--- src/rtl/serial_pattern_pkg.sv ---
// Shared definitions for the serial pattern transmitter and the detector-side benches.
// State encodings are fixed so other blocks can decode them directly.
package serial_pattern_pkg;

  localparam int DEFAULT_WIDTH = 8;

  typedef enum logic [1:0] {
    IDLE   = 2'b00,
    SHIFT  = 2'b01,
    DONE   = 2'b10,
    PARITY = 2'b11
  } state_t;

endpackage

--- src/rtl/serial_pattern_tx_if.sv ---
// Load/ready word handshake and serial-side status lines of serial_pattern_tx.
// The master side drives Load/Data; the slave side (the transmitter) drives the rest.
interface serial_pattern_tx_if
  import serial_pattern_pkg::*;
#(
  parameter int WIDTH = DEFAULT_WIDTH
);

  logic             Load;
  logic [WIDTH-1:0] Data;
  logic             Ready;
  logic             Out1;
  logic             Busy;
  logic             Done;

  modport master (
    output Load,
    output Data,
    input  Ready,
    input  Out1,
    input  Busy,
    input  Done
  );

  modport slave (
    input  Load,
    input  Data,
    output Ready,
    output Out1,
    output Busy,
    output Done
  );

endinterface

--- src/rtl/serial_pattern_shreg.sv ---
// Loadable left-shift register with zero fill; msb is the bit currently on the line.
// load takes priority over shift.
module serial_pattern_shreg
  import serial_pattern_pkg::*;
#(
  parameter int WIDTH = DEFAULT_WIDTH
) (
  input  logic             CLK,
  input  logic             RST,
  input  logic             load,
  input  logic             shift,
  input  logic [WIDTH-1:0] d,
  output logic             msb
);

  logic [WIDTH-1:0] q;

  always_ff @(posedge CLK or negedge RST) begin
    if (!RST) begin
      q <= '0;
    end else if (load) begin
      q <= d;
    end else if (shift) begin
      q <= {q[WIDTH-2:0], 1'b0};
    end
  end

  assign msb = q[WIDTH-1];

endmodule

--- src/rtl/serial_pattern_tx.sv ---
// MSB-first parallel-to-serial transmitter with a Moore control FSM and bit counter.
// Optional trailing even-parity bit when SERIAL_PATTERN_TX_PARITY_EN is defined.
module serial_pattern_tx
  import serial_pattern_pkg::*;
#(
  parameter int   WIDTH      = DEFAULT_WIDTH,
  parameter logic IDLE_LEVEL = 1'b0
) (
  input  logic               CLK,
  input  logic               RST,
  serial_pattern_tx_if.slave bus
);

  localparam int              CW      = $clog2(WIDTH);
  localparam logic [CW-1:0]   CNT_MAX = CW'(WIDTH - 1);

  state_t          state;
  state_t          next_state;
  logic [CW-1:0]   cnt;
  logic            load_en;
  logic            shift_en;
  logic            msb;
  logic            out1;

  serial_pattern_shreg #(
    .WIDTH (WIDTH)
  ) u_shreg (
    .CLK   (CLK),
    .RST   (RST),
    .load  (load_en),
    .shift (shift_en),
    .d     (bus.Data),
    .msb   (msb)
  );

  always_ff @(posedge CLK or negedge RST) begin
    if (!RST) begin
      state <= IDLE;
    end else begin
      state <= next_state;
    end
  end

  // The counter is reloaded only on acceptance, so it cannot wrap mid-word.
  always_ff @(posedge CLK or negedge RST) begin
    if (!RST) begin
      cnt <= '0;
    end else if (load_en) begin
      cnt <= CNT_MAX;
    end else if (shift_en && (cnt != '0)) begin
      cnt <= cnt - 1'b1;
    end
  end

`ifdef SERIAL_PATTERN_TX_PARITY_EN
  logic par_q;

  always_ff @(posedge CLK or negedge RST) begin
    if (!RST) begin
      par_q <= 1'b0;
    end else if (load_en) begin
      par_q <= ^bus.Data;
    end
  end
`endif

  always_comb begin
    next_state = state;
    load_en    = 1'b0;
    shift_en   = 1'b0;
    case (state)
      IDLE: begin
        if (bus.Load) begin
          load_en    = 1'b1;
          next_state = SHIFT;
        end
      end
      SHIFT: begin
        shift_en = 1'b1;
        if (cnt == '0) begin
`ifdef SERIAL_PATTERN_TX_PARITY_EN
          next_state = PARITY;
`else
          next_state = DONE;
`endif
        end
      end
`ifdef SERIAL_PATTERN_TX_PARITY_EN
      PARITY:  next_state = DONE;
`endif
      DONE:    next_state = IDLE;
      default: next_state = IDLE;
    endcase
  end

  // Out1 depends only on registered state, so Load/Data never reach the line directly.
  always_comb begin
    out1 = IDLE_LEVEL;
    case (state)
      SHIFT:   out1 = msb;
`ifdef SERIAL_PATTERN_TX_PARITY_EN
      PARITY:  out1 = par_q;
`endif
      default: out1 = IDLE_LEVEL;
    endcase
  end

  assign bus.Out1  = out1;
  assign bus.Ready = (state == IDLE);
  assign bus.Busy  = (state != IDLE);
  assign bus.Done  = (state == DONE);

endmodule

--- src/flat_wrapper.sv ---
// flat-port wrapper written by rule: the top's interface ports become plain ports
module serial_pattern_tx_flat import serial_pattern_pkg::*;
#(
  parameter int   WIDTH      = DEFAULT_WIDTH,
  parameter logic IDLE_LEVEL = 1'b0
)
  (CLK, RST, bus_Load, bus_Data, bus_Ready, bus_Out1, bus_Busy, bus_Done);
  serial_pattern_tx_if #(.WIDTH(WIDTH)) bus_i ();
  input  logic CLK;
  input  logic RST;
  input wire logic [$bits(bus_i.Load)-1:0] bus_Load;
  input wire logic [$bits(bus_i.Data)-1:0] bus_Data;
  output wire logic [$bits(bus_i.Ready)-1:0] bus_Ready;
  output wire logic [$bits(bus_i.Out1)-1:0] bus_Out1;
  output wire logic [$bits(bus_i.Busy)-1:0] bus_Busy;
  output wire logic [$bits(bus_i.Done)-1:0] bus_Done;
  assign bus_i.Load = bus_Load;
  assign bus_i.Data = bus_Data;
  assign bus_Ready = bus_i.Ready;
  assign bus_Out1 = bus_i.Out1;
  assign bus_Busy = bus_i.Busy;
  assign bus_Done = bus_i.Done;
  serial_pattern_tx #(.WIDTH(WIDTH), .IDLE_LEVEL(IDLE_LEVEL)) u_core (.CLK(CLK), .RST(RST), .bus(bus_i));
endmodule
--- config.mk ---
export PLATFORM = sky130hd
export DESIGN_NAME = serial_pattern_tx_flat
export DESIGN_NICKNAME = d
export VERILOG_FILES = /design/src/rtl/serial_pattern_pkg.sv /design/src/rtl/serial_pattern_tx_if.sv /design/src/rtl/serial_pattern_shreg.sv /design/src/rtl/serial_pattern_tx.sv /design/src/flat_wrapper.sv
export SDC_FILE = /design/constraint.sdc
export NUM_CORES = 1
export LEC_CHECK = 0
export BUFFER_PORTS_ARGS = -buffer_cell sky130_fd_sc_hd__buf_2
export CORE_MARGIN = 4
export CORE_UTILIZATION = 35
export DETAILED_ROUTE_END_ITERATION = 10
export SYNTH_ARGS = -nofsm -noshare
export SYNTH_HDL_FRONTEND = slang
export SYNTH_SLANG_ARGS = --single-unit
--- constraint.sdc ---
create_clock -name CLK -period 1.5 [get_ports CLK]
set_input_delay 0 -clock CLK [delete_from_list [all_inputs] [get_ports CLK]]
set_output_delay 0 -clock CLK [all_outputs]
set_load 0.01 [all_outputs]
==> impl_metrics.yaml <==
floorplanning:
  start_util: 0.371
  die-area_sq_um: 2600
  ios: 15
  core_sq_um: 1750
  dieHeight_um: 51.0
  die_w_um: 51.0
  fp-row-count: 15
drt:
  drtPass1Iterations: 4
  ant_nets: 0
  drt_drc_violations_left: 0
  wl_per_cell_um: 11.9
  drtIter0Drc: 15
  wl_mm: 1.35
  num_vias: 560
  via_per_inst: 4.96
clock_network:
  cts.sinks: 13
  clk_latency_ps: 280
  cts_made_buffers: 3
  clkTransAtPathRegs_ps: 80
  root_buffer: "clkbuf_4"
  cts_buffer_depth: 2
  cts_max_level: 1
  post_cts_buffers: 0
  cts_tree: "yes"
global_route:
  grt_max_degree: 14
  gr-total-overflow: 0
  groute.usage.overall: 0.123
  grt_pass1_vias: 533
  grt_pass1_wl_mm: 2.35
  antenna_found_initial: 0
critical_path:
  end_kind: "output port"
  slowest_delay_ps: 470
  arrival_ps: 1370
  critPathLaunchType: "register"
  crit_slowest_cell: "dfrtp_2"
  path_buf_inv: 3
  critPathMaxFanout: 9
  critPathTopFamily: "flip-flops"
  path_cells: "inv_1 -> buf_4 -> and3_1 -> buf_2"
  r2r_cells: 6
  cp.required_ps: 1500
  critPathKind: "register to output port"
  cp.depth: 4
cells_and_area:
  fin_area_sq_um: 802
  n_antenna_cell: 0
  drive_above_1_share: 0.261
  final_nets: 102
  area_growth_pct: 23.7
synthesis:
  synth_common_cells: "nor2_1 (15), dfrtp_1 (13), inv_1 (7)"
  ys_warn_count: 0
  yosysMostFrequentCell: "nor2_1"
  synth_top_area_cell: "dfrtp_1"
  synthCells: 68
  syn_nets: 81
  synth_area_leaders: "dfrtp_1 (50%), nor2_1 (8.7%), a21oi_1 (4.6%)"
  synth_area_per_cell_sq_um: 9.53
  synth_cell_types: 19
  yosys_most_used_dff: "dfrtp_1"
  synth_top_area_share: 0.502
  yosysSeqAreaShare: 0.502
  yosys_register_bits: 13
  synth_edf_count: 0
  syn-cell-area_sq_um: 648
  async_flop_share: 1.00
place:
  placed_area_sq_um: 743
  port_buffers: 14
  dp_hpwl_mm: 1.06
  routabilityCongestion: 0.786
sta:
  fin_crit_ps: 1370
  final.setup.tns_ps: 0
  fin_crit_sh: 0.917
  worstMarginPinSlew_ps: 316
  max_slew_margin: 0.786
  hold_violations: 0
  finalClockSkew_ps: 7.05
  setup_viol: 0
  rsz0062_at_grt: "false"
  fmax_mhz: 727
  slew_violations: 0
power:
  irDropWorstVdd_mv: 0.860
  leakage_nw: 0.387
  cellPowerDensity_nw_per_um2: 1800
status:
  status: "completed"
hold_path:
  whs_path_depth: 3
  hold_path_class: "input pin to register"
job:
  max-cap-violations: 0
[where the power goes]
group	leakage (nW)	internal, W	switching [W]
clock	0.0177	0.0000988	0.000115
combinational	0.218	0.000293	0.000311
sequential	0.152	0.000510	0.000116
total	0.387	0.000903	0.000542
[cell families (layout without fill, tap and decap cells)]
kind of cell	Yosys count	count (layout)	synth area share
buffers and inverters	10	30	0.0734
AND/OR/NAND/NOR	24	24	0.168
flip-flops	13	13	0.502
adder cells (fa/ha/maj)	2	2	0.0386
AO/OA/AOI/OAI	19	19	0.218
[placed cells by master (no fill, tap or decap)]
cell type / n
nor2_1: 15
buf_2: 14
dfrtp_1: 12
inv_1: 7
a21oi_1: 6
o22ai_1: 4
a311oi_1: 3
o32ai_1: 3
clkbuf_4: 3
dlygate4sd3_1: 3
and3_1: 2
nand2_1: 2
nand2b_1: 2
ha_1: 2
buf_4: 2
o21ba_4: 1
or2_2: 1
nor4b_1: 1
nor3_1: 1
a22oi_1: 1
a32o_1: 1
clkinv_2: 1
dfrtp_2: 1
[cell type report]
| type | count | area [sq um] |
|---|---|---|
| Inverter | 7 | 26.3 |
| Multi-Input combinational cell | 45 | 275 |
| Sequential cell | 13 | 327 |
| Clock inverter | 1 | 5.00 |
| Fill cell | 173 | 943 |
| Clock buffer | 3 | 22.5 |
| Timing Repair Buffer | 19 | 115 |
| Tap cell | 25 | 31.3 |
[final timing paths]
check	startpoint	endpoint	slack, ps
max in group asynchronous	RST	u_core.state[1]	1130
max	u_core.state[1]	bus_Out1	130
min in group asynchronous	RST	u_core.state[0]	130
min	bus_Data[5]	u_core.u_shreg.q[5]	20
max reg2reg	u_core.cnt[0]	u_core.cnt[0]	160
min reg2reg	u_core.u_shreg.q[5]	u_core.u_shreg.q[5]	510
[per-layer routing]
metal,up-vias,global-route usage,wire (um)
met5,-,0,0
met4,0,0.0269,9
met3,2,0.0612,64
met2,13,0.178,630
met1,264,0.162,642
li1,281,-,-
[per-stage QoR]
step	hold WS (ps)	power, W	setup WS, ps	cells	util
4_1_cts	12.3	0.00147	50.1	113	0.459
2_1_floorplan	-296	0.00106	265	68	-
3_3_place_gp	-101	0.00121	204	106	0.426
3_5_place_dp	-95.2	0.00123	183	106	0.426
6_report	16.6	0.00144	125	113	0.459
5_1_grt	21.3	0.00159	20.2	113	0.459
[tightest hold or removal path: cells and delay by family]
kind,cells,cell delay [ps]
AND/OR/NAND/NOR,1,100
AO/OA/AOI/OAI,1,80
buffers and inverters,1,70
[registers in the layout, indices dropped and copies added, names as in the netlist]
signal	count
u_core.cnt	3
u_core.state	2
u_core.u_shreg.q	8
[what timing repair did]
| action | 4_1_cts | 5_1_grt |
|---|---|---|
| gates resized for setup | 0 | 1 |
| setup endpoints to repair | 0 | 2 |
| hold endpoints to repair | 15 | 0 |
| hold buffers | 3 | 0 |
Note: power is estimated with default switching activity, not from simulation.
